`src/rtl/demosaic_mul_arb_pkg.sv`:
```
// demosaic_mul_arb_pkg: default operand/product widths and FSM state encoding
// shared by the demosaic multiplier arbiter and its grant logic.
package demosaic_mul_arb_pkg;

   localparam int unsigned DMA_A_WIDTH = 18;
   localparam int unsigned DMA_B_WIDTH = 8;
   localparam int unsigned DMA_P_WIDTH = 25;

   typedef enum logic [1:0] {
      ST_IDLE  = 2'd0,
      ST_RUN   = 2'd1,
      ST_DRAIN = 2'd2
   } arb_state_e;

endpackage

```
`src/rtl/demosaic_mul_arb_rr.sv`:
```
// demosaic_mul_arb_rr: one-hot grant selection for the shared multiplier.
// With DEMOSAIC_MUL_ARB_ROUND_ROBIN_EN defined the search starts at ptr_i and
// ptr_next_o is the index after the winner; otherwise lowest index wins and
// the pointer ports do not exist.
module demosaic_mul_arb_rr
   import demosaic_mul_arb_pkg::*;
#(
   parameter int unsigned NUM_REQ = 4
) (
   input  logic [NUM_REQ-1:0] req_i,
`ifdef DEMOSAIC_MUL_ARB_ROUND_ROBIN_EN
   input  logic [((NUM_REQ > 1) ? $clog2(NUM_REQ) : 1)-1:0] ptr_i,
   output logic [((NUM_REQ > 1) ? $clog2(NUM_REQ) : 1)-1:0] ptr_next_o,
`endif
   output logic [NUM_REQ-1:0] grant_o
);

`ifdef DEMOSAIC_MUL_ARB_ROUND_ROBIN_EN
   localparam int unsigned PTR_W = (NUM_REQ > 1) ? $clog2(NUM_REQ) : 1;

   // First requesting index at or after the pointer, wrapping around.
   always_comb begin
      logic [PTR_W-1:0] idx;
      grant_o    = '0;
      ptr_next_o = ptr_i;
      idx        = '0;
      for (int unsigned off = 0; off < NUM_REQ; off++) begin
         idx = PTR_W'((32'(ptr_i) + off) % NUM_REQ);
         if (req_i[idx] && (grant_o == '0)) begin
            grant_o[idx] = 1'b1;
            ptr_next_o   = PTR_W'((32'(idx) + 1) % NUM_REQ);
         end
      end
   end
`else
   // Fixed priority: lowest requesting index wins.
   always_comb begin
      grant_o = '0;
      for (int unsigned i = 0; i < NUM_REQ; i++) begin
         if (req_i[i] && (grant_o == '0)) begin
            grant_o[i] = 1'b1;
         end
      end
   end
`endif

endmodule

```
`src/rtl/demosaic_mul_arbiter.sv`:
```
// demosaic_mul_arbiter: shares one unsigned A x B multiplier among NUM_REQ
// requesters. One grant per cycle in RUN, operands registered in stage 1, the
// multiply sits between stage 1 and stage 2, results return one-hot after
// 1+MUL_STAGES cycles. Build option: DEMOSAIC_MUL_ARB_ROUND_ROBIN_EN selects
// round-robin arbitration (default build is fixed priority).
module demosaic_mul_arbiter
   import demosaic_mul_arb_pkg::*;
#(
   parameter int unsigned NUM_REQ    = 4,
   parameter int unsigned A_WIDTH    = DMA_A_WIDTH,
   parameter int unsigned B_WIDTH    = DMA_B_WIDTH,
   parameter int unsigned P_WIDTH    = DMA_P_WIDTH,
   parameter int unsigned MUL_STAGES = 2
) (
   input  logic                         ap_clk,
   input  logic                         ap_rst,
   input  logic                         cfg_enable,
   input  logic [NUM_REQ-1:0]           req_valid,
   output logic [NUM_REQ-1:0]           req_ready,
   input  logic [NUM_REQ*A_WIDTH-1:0]   req_a,
   input  logic [NUM_REQ*B_WIDTH-1:0]   req_b,
   output logic [NUM_REQ-1:0]           rsp_valid,
   output logic [P_WIDTH-1:0]           rsp_p,
   output logic                         idle
);

   arb_state_e                 state_q, state_d;
   logic                       grant_en;
   logic [NUM_REQ-1:0]         req_masked;
   logic [NUM_REQ-1:0]         grant;
   logic [A_WIDTH-1:0]         mux_a, s1_a_q;
   logic [B_WIDTH-1:0]         mux_b, s1_b_q;
   logic                       s1_v_q;
   logic [NUM_REQ-1:0]         s1_id_q;
   logic [A_WIDTH+B_WIDTH-1:0] prod_full;
   logic [P_WIDTH-1:0]         prod;
   logic                       tail_v;
   logic [NUM_REQ-1:0]         tail_id;
   logic [P_WIDTH-1:0]         tail_p;
   logic                       deep_busy, pipe_busy;
   logic [NUM_REQ-1:0]         rsp_valid_q;
   logic [P_WIDTH-1:0]         rsp_p_q;

   assign grant_en   = (state_q == ST_RUN) && cfg_enable;
   assign req_masked = req_valid & {NUM_REQ{grant_en}};
   assign req_ready  = grant;

`ifdef DEMOSAIC_MUL_ARB_ROUND_ROBIN_EN
   localparam int unsigned PTR_W = (NUM_REQ > 1) ? $clog2(NUM_REQ) : 1;
   logic [PTR_W-1:0] ptr_q, ptr_d, ptr_next;

   demosaic_mul_arb_rr #(.NUM_REQ(NUM_REQ)) u_rr (
      .req_i      (req_masked),
      .ptr_i      (ptr_q),
      .ptr_next_o (ptr_next),
      .grant_o    (grant)
   );

   // Pointer advances only when a grant is made.
   always_comb begin
      ptr_d = (grant != '0) ? ptr_next : ptr_q;
   end

   // Round-robin pointer register.
   always_ff @(posedge ap_clk) begin
      if (ap_rst) ptr_q <= '0;
      else        ptr_q <= ptr_d;
   end
`else
   demosaic_mul_arb_rr #(.NUM_REQ(NUM_REQ)) u_rr (
      .req_i   (req_masked),
      .grant_o (grant)
   );
`endif

   // Next-state: enable starts granting, disable drains until stages empty.
   always_comb begin
      state_d = state_q;
      case (state_q)
         ST_IDLE:  if (cfg_enable) state_d = ST_RUN;
         ST_RUN:   if (!cfg_enable) state_d = ST_DRAIN;
         ST_DRAIN: begin
            if (cfg_enable)      state_d = ST_RUN;
            else if (!pipe_busy) state_d = ST_IDLE;
         end
         default:  state_d = ST_IDLE;
      endcase
   end

   // FSM state register.
   always_ff @(posedge ap_clk) begin
      if (ap_rst) state_q <= ST_IDLE;
      else        state_q <= state_d;
   end

   // Operand mux driven by the one-hot grant.
   always_comb begin
      mux_a = '0;
      mux_b = '0;
      for (int unsigned i = 0; i < NUM_REQ; i++) begin
         if (grant[i]) begin
            mux_a = req_a[i*A_WIDTH +: A_WIDTH];
            mux_b = req_b[i*B_WIDTH +: B_WIDTH];
         end
      end
   end

   // Stage 1: granted operands and requester id.
   always_ff @(posedge ap_clk) begin
      if (ap_rst) begin
         s1_v_q  <= 1'b0;
         s1_id_q <= '0;
         s1_a_q  <= '0;
         s1_b_q  <= '0;
      end else begin
         s1_v_q  <= |grant;
         s1_id_q <= grant;
         s1_a_q  <= mux_a;
         s1_b_q  <= mux_b;
      end
   end

   assign prod_full = s1_a_q * s1_b_q;
   assign prod      = P_WIDTH'(prod_full);

   // With a single stage the product feeds the output register directly.
   if (MUL_STAGES == 1) begin : g_one
      assign tail_v    = s1_v_q;
      assign tail_id   = s1_id_q;
      assign tail_p    = prod;
      assign deep_busy = 1'b0;
   end else begin : g_deep
      logic               pv_q  [MUL_STAGES-1];
      logic [NUM_REQ-1:0] pid_q [MUL_STAGES-1];
      logic [P_WIDTH-1:0] pp_q  [MUL_STAGES-1];

      // Stages 2..MUL_STAGES: product shift register.
      always_ff @(posedge ap_clk) begin
         if (ap_rst) begin
            for (int unsigned k = 0; k < MUL_STAGES-1; k++) begin
               pv_q[k]  <= 1'b0;
               pid_q[k] <= '0;
               pp_q[k]  <= '0;
            end
         end else begin
            pv_q[0]  <= s1_v_q;
            pid_q[0] <= s1_id_q;
            pp_q[0]  <= prod;
            for (int unsigned k = 1; k < MUL_STAGES-1; k++) begin
               pv_q[k]  <= pv_q[k-1];
               pid_q[k] <= pid_q[k-1];
               pp_q[k]  <= pp_q[k-1];
            end
         end
      end

      // Any product stage still holding an operation.
      always_comb begin
         deep_busy = 1'b0;
         for (int unsigned k = 0; k < MUL_STAGES-1; k++) begin
            deep_busy = deep_busy | pv_q[k];
         end
      end

      assign tail_v  = pv_q[MUL_STAGES-2];
      assign tail_id = pid_q[MUL_STAGES-2];
      assign tail_p  = pp_q[MUL_STAGES-2];
   end

   assign pipe_busy = s1_v_q | deep_busy;
   assign idle      = (state_q == ST_IDLE) && !pipe_busy;

   // Response decode: single-cycle one-hot strobe, product held between strobes.
   always_ff @(posedge ap_clk) begin
      if (ap_rst) begin
         rsp_valid_q <= '0;
         rsp_p_q     <= '0;
      end else begin
         rsp_valid_q <= tail_v ? tail_id : '0;
         if (tail_v) rsp_p_q <= tail_p;
      end
   end

   assign rsp_valid = rsp_valid_q;
   assign rsp_p     = rsp_p_q;

endmodule

```
`config.mk`:
```
export PLATFORM = sky130hd
export DESIGN_NAME = demosaic_mul_arbiter
export DESIGN_NICKNAME = d
export VERILOG_FILES = /design/src/rtl/demosaic_mul_arb_pkg.sv /design/src/rtl/demosaic_mul_arb_rr.sv /design/src/rtl/demosaic_mul_arbiter.sv
export SDC_FILE = /design/constraint.sdc
export NUM_CORES = 1
export LEC_CHECK = 0
export ABC_CLOCK_PERIOD_IN_PS = 6200
export BUFFER_PORTS_ARGS = -buffer_cell sky130_fd_sc_hd__buf_2
export CAP_MARGIN = 20
export CORE_UTILIZATION = 50
export CTS_BUF_LIST = sky130_fd_sc_hd__clkbuf_4 sky130_fd_sc_hd__clkbuf_8 sky130_fd_sc_hd__clkbuf_16
export DETAILED_ROUTE_END_ITERATION = 10
export PLACE_DENSITY = 0.73
export SETUP_SLACK_MARGIN = 0.2
export SLEW_MARGIN = 20
export SYNTH_ARGS = -nofsm -noshare
export SYNTH_HDL_FRONTEND = slang
export SYNTH_SLANG_ARGS = --single-unit
```
`constraint.sdc`:
```
create_clock -name ap_clk -period 6.2 [get_ports ap_clk]
set_input_delay 0.93 -clock ap_clk [delete_from_list [all_inputs] [get_ports ap_clk]]
set_output_delay 0.93 -clock ap_clk [all_outputs]
set_load 0.01 [all_outputs]
```
# == Word-level counts from Yosys, hierarchy flattened ==
# Memory sizes are Yosys's and may differ from the RTL's. A register that Yosys moved wholly into a read port is not among the register bits.
# Index checks and enable logic that the tools add are counted.
# totals
mem_bits_ro,0
ram_bits,30
memories,3
ff_bits,33
wordCells,59
in_bits,111
latch_bits,0
# classes
div,0
muxes,26
mul,1
add_sub_neg,0
bitwise,4
shift,0
n_reduce_logical,15
magnitude_cmp,0
n_eq_ne,5
# mem_list
name,depth,word_bits,read_ports,rd_clocked_by_memory_dff,wr,line_no,source
g_deep.pp_q,1,25,1,1,1,demosaic_mul_arbiter.sv:135,logic [P_WIDTH-1:0] pp_q [MUL_STAGES-1];
g_deep.pid_q,1,4,1,1,1,demosaic_mul_arbiter.sv:134,logic [NUM_REQ-1:0] pid_q [MUL_STAGES-1];
g_deep.pv_q,1,1,1,0,1,demosaic_mul_arbiter.sv:133,logic pv_q [MUL_STAGES-1];
# op_table
op,n
2-to-1 mux 18 bit,4
2-to-1 mux 8 bit,4
multiplier 18 x 8 -> 25 bit,1
2-to-1 mux 25 bit,1
OR reduction 25 bit,1
2-to-1 mux 1 bit,11
2-to-1 mux 2 bit,4
OR reduction 4 bit,2
case mux 2 bit (3 select lines),1
logical AND 1 bit,5
bitwise AND 4 bit,1
zero test 2 bit,2
2-to-1 mux 4 bit,1
"!= test 2 bit, second input constant",2
zero test 3 bit,1
"!= test 3 bit, second input constant",1
AND reduction 3 bit,1
"== test 2 x 1 -> 1 bit, second input constant",1
"== test 2 bit, second input constant",1
NOT 1 bit,2
OR reduction 2 bit,1
zero test 1 bit,1
bitwise OR 1 bit,1
OR reduction 1 bit,1

# == Longest topological paths before layout ==
# depth
depth_word,14
mapped_depth,17

# == Hierarchy ==
# Synthesis repeated with hierarchy kept, for this count alone.
# hier_totals
hier_cells,902
area_unflattened_um2,7905.1
# modules_own_cells
mod,cells_each,instances,seq_area_each_um2,area_each_um2
demosaic_mul_arbiter,898,1,1841.8,7868.8
demosaic_mul_arb_rr,4,1,0.0,36.3

# == Worst setup path before layout ==
# OpenSTA, ideal clock, no wires.
# synth_path
path_type,register to register
from,register s1_b_q[2]
to,memory g_deep.pp_q[0][24] (netlist name)
setup_ps,121
slack_ps,1724
required_ps,6079
t_arrival_ps,4355
stages_incl_launch_ff,16
period_less_slack_ps,4476
path_cell_list,dfxtp_1 -> clkbuf_1 -> nand2_1 -> fa_1 -> fa_1 -> inv_1 -> fa_1 -> inv_1 -> fa_1 -> inv_1 -> ha_1 -> a21o_1 -> o21bai_1 -> or3_1 -> o22ai_1 -> mux2_2
# synth_via
elab_chain_len,2
# synth_rtl
element,line_no,source
start: declaration,demosaic_mul_arbiter.sv:32,"logic [B_WIDTH-1:0] mux_b, s1_b_q;"
start signal: assignment,demosaic_mul_arbiter.sv:119,s1_b_q <= mux_b;
multiplier 18 x 8 -> 25 bit,demosaic_mul_arbiter.sv:123,assign prod_full = s1_a_q * s1_b_q;
2-to-1 mux 25 bit (no source line),--,
end: declaration,demosaic_mul_arbiter.sv:135,
# No other way between the ends.

# == Worst setup path after layout ==
# layout_path
from,register s1_b_q[2]
to,memory g_deep.pp_q[0][18] (netlist name)
# The elaborated chain is that of the path after synthesis.

==> flow_summary.yaml <==
run_status:
  status: "complete, but fails checks"
  violations: "DRC"
worst_setup_path:
  critPathMaxStageDelay_ns: 0.75
  path_cells: "nand2_1 -> fa_1 -> fa_1 -> inv_1 -> fa_1 -> inv_1 -> fa_1 -> inv_1 -> ha_1 -> a21oi_1 -> nand2_1 -> or2_4 -> a32o_2 -> a31oi_2 -> mux2_1"
  cpMostUsedCell: "fa_1"
  endpoint_kind: "flop"
  critPathSlowestCell: "dfxtp_1"
  cp-start-kind: "flop"
  critPathTopFamily: "adder cells"
  cp_num_buf_inv: 3
  crit_fanout: 18
  worst_ep_arrival_time_ns: 5.08
  critPathKind: "reg -> reg"
  critPathRequiredTime_ns: 6.43
clock_network:
  path_clk_slew_ns: 0.07
  numCtsBuffers: 9
  cts_resized: 0
  cts_buffer_depth: 2
  root_buffer: "clkbuf_16"
  insertion_delay_ns: 0.35
  ctsHoldBuffers: 0
  cts_sinks: 92
  post_cts_buffers: 0
  cts_max_level: 3
  cts_tree: "yes"
drt:
  wire_per_inst_um: 15.1
  drt.antenna.violating_nets: 0
  drtIter0Drc: 303
  drc_errors: 2
  vias: 6145
  drt-total-wl_um: 17200
  viasPerCell: 5.37
  dr.pass1.iters: 8
logic_synthesis:
  ys_async_sr_fraction_pct: 0
  synth_seq_cells: 92
  synth-edff-count: 0
  yosysWarnings: 0
  synth_nets: 1083
  syn_area_um2: 7610
  ys_dominant_reg_cell: "dfxtp_1"
  postSynthCellCount: 833
  synth_cell_types: 50
  synth.yosys.seq_area_share_pct: 24.2
  syn_avg_cell_area_um2: 9.13
sta:
  clock_skew_ns: 0.00737
  fin_crit_sh_pct: 78.2
  setup_viol: 0
  rsz0062_at_grt: "no"
  slew_violations: 0
  max_freq_ghz: 0.206
  maxSlewHeadroom_pct: 35.9
  finalHoldViolations: 0
  layout_setup_ws_ns: 1.35
  tightest_slew_ns: 0.960
  tns_ns: 0
  period_minus_slack_ns: 4.85
place:
  io_buffer_count: 144
  pre_cts_slack_ns: 1.38
  dpl_cell_area_um2: 8430
  routabilityCongestion: 0.846
  dp_hpwl_um: 13600
  dp_cells: 1128
floorplan:
  die_w_um: 125
  core_um2: 14700
  num_rows: 44
  fp.dieH_um: 125
  dieArea_um2: 15700
  pin_count: 145
  initial_utilization_pct: 51.8
layout:
  final_common_cell: "buf_2"
  mostFrequentLayoutCells: "buf_2, inv_1, and2_1"
  drive_gt1_share_pct: 18.0
  stdcell_count: 1144
  utilization_pct: 59.3
  antenna_cells: 0
  nets: 1205
  syn2layout_area_growth_pct: 14.6
  design_area_um2: 8720
grt:
  first_global_vias: 6070
  grt_max_degree: 95
  antenna_found_initial: 0
  grt_use_total_pct: 22.8
  grt-ovfl-total: 0
  grt_pass1_wl_um: 28400
pwr:
  leakagePower_nw: 4.25
  ir_drop_mv: 0.141
  powerDensity_nw_per_um2: 137
flow_run:
  cap_violations: 0
hold_path:
  min_path_type: "reg -> reg"
==> worst reg2reg max path, cell delays in order (launching register included) <==
cell and delay [ns]:
dfxtp_1 0.75, nand2_1 0.17, fa_1 0.53, fa_1 0.54, inv_1 0.05, fa_1 0.47
inv_1 0.05, fa_1 0.49, inv_1 0.05, ha_1 0.33, a21oi_1 0.14, nand2_1 0.09
or2_4 0.26, a32o_2 0.30, a31oi_2 0.18, mux2_1 0.34
==> path summary, 6_finish.rpt <==
kind,start,to,slack (ns),depth (start not counted)
setup / recovery,s1_b_q[2]$_SDFF_PP0_,g_deep.pp_q[0][18]$_SDFF_PP0_,1.35,15
hold / removal,g_deep.pid_q[0][1]$_SDFF_PP0_,rsp_valid[1]$_SDFF_PP0_,0.43,1
setup reg to reg,s1_b_q[2]$_SDFF_PP0_,g_deep.pp_q[0][18]$_SDFF_PP0_,1.35,15
hold reg to reg,g_deep.pid_q[0][1]$_SDFF_PP0_,rsp_valid[1]$_SDFF_PP0_,0.43,1
==> registers in the layout, indices dropped and copies added, names as in the netlist <==
name	count
g_deep.pid_q	4
g_deep.pp_q	25
g_deep.pv_q	1
rsp_p	25
rsp_valid	4
s1_a_q	18
s1_b_q	8
s1_id_q	4
s1_v_q	1
state_q	2
==> through the flow <==
step,hold WS [ns],power (W)
finish,0.429,0.00120
global route,0.452,0.00125
CTS,0.437,0.00122
detailed placement,0.420,0.000692
global placement,0.411,0.000691
floorplan,0.406,0.000645
==> cell type report <==
| type | instances | area [um2] |
|---|---|---|
| Tap cell | 184 | 230 |
| Clock buffer | 10 | 239 |
| Inverter | 113 | 424 |
| Clock inverter | 6 | 45.0 |
| Fill cell | 1329 | 5980 |
| Multi-Input combinational cell | 593 | 5200 |
| Timing Repair Buffer | 146 | 736 |
| Sequential cell | 92 | 1840 |
==> synthesized netlist by cell type, drive strengths merged, types with 2 or more instances <==
cell / instances / area, um2
a2111oi: 2 / 20.0
a211oi: 4 / 30.0
a21o: 8 / 61.3
a21oi: 45 / 225
a222oi: 26 / 260
a31oi: 4 / 31.3
and2: 103 / 644
and3: 9 / 61.3
buf: 18 / 76.3
clkbuf: 17 / 63.8
dfxtp: 92 / 1840
fa: 95 / 1900
ha: 44 / 551
inv: 113 / 424
mux2: 5 / 56.3
mux2i: 25 / 250
nand2: 89 / 334
nand3: 3 / 15.0
nor2: 47 / 176
nor2b: 19 / 119
nor3: 15 / 75.1
nor4: 2 / 12.5
o2111ai: 2 / 23.8
o211ai: 2 / 15.0
o21a: 6 / 45.0
o21ai: 8 / 40.0
o21bai: 3 / 22.5
or3: 2 / 12.5
xnor2: 9 / 78.8
xor2: 3 / 26.3
==> logic make-up after synthesis <==
kind of cell             Yosys count  synth area share, %
AND/OR/NAND/NOR                  297                 19.9
buffers and inverters            148                 7.42
adder cells (fa/ha/maj)          139                 32.2
AO/OA/AOI/OAI                    115                 10.8
flip-flops                        92                 24.2
multiplexers                      30                 4.03
XOR/XNOR                          12                 1.38
==> metal layers <==
layer	track usage (%)	vias to the layer above	wire length, um	share of wire (%)
met5	0	-	0	0
met4	8.46	0	436	2.5
met3	3.77	30	942	5.5
met2	40.3	206	8730	51
met1	28.0	2954	7110	41
li1	-	2955	-	-
==> where the power goes <==
group          switching, W  internal [W]
logic             0.0000338     0.0000368
clock network      0.000233      0.000287
registers         0.0000126      0.000596
total              0.000279      0.000919
No activity file was read; power rests on OpenSTA's default activity.
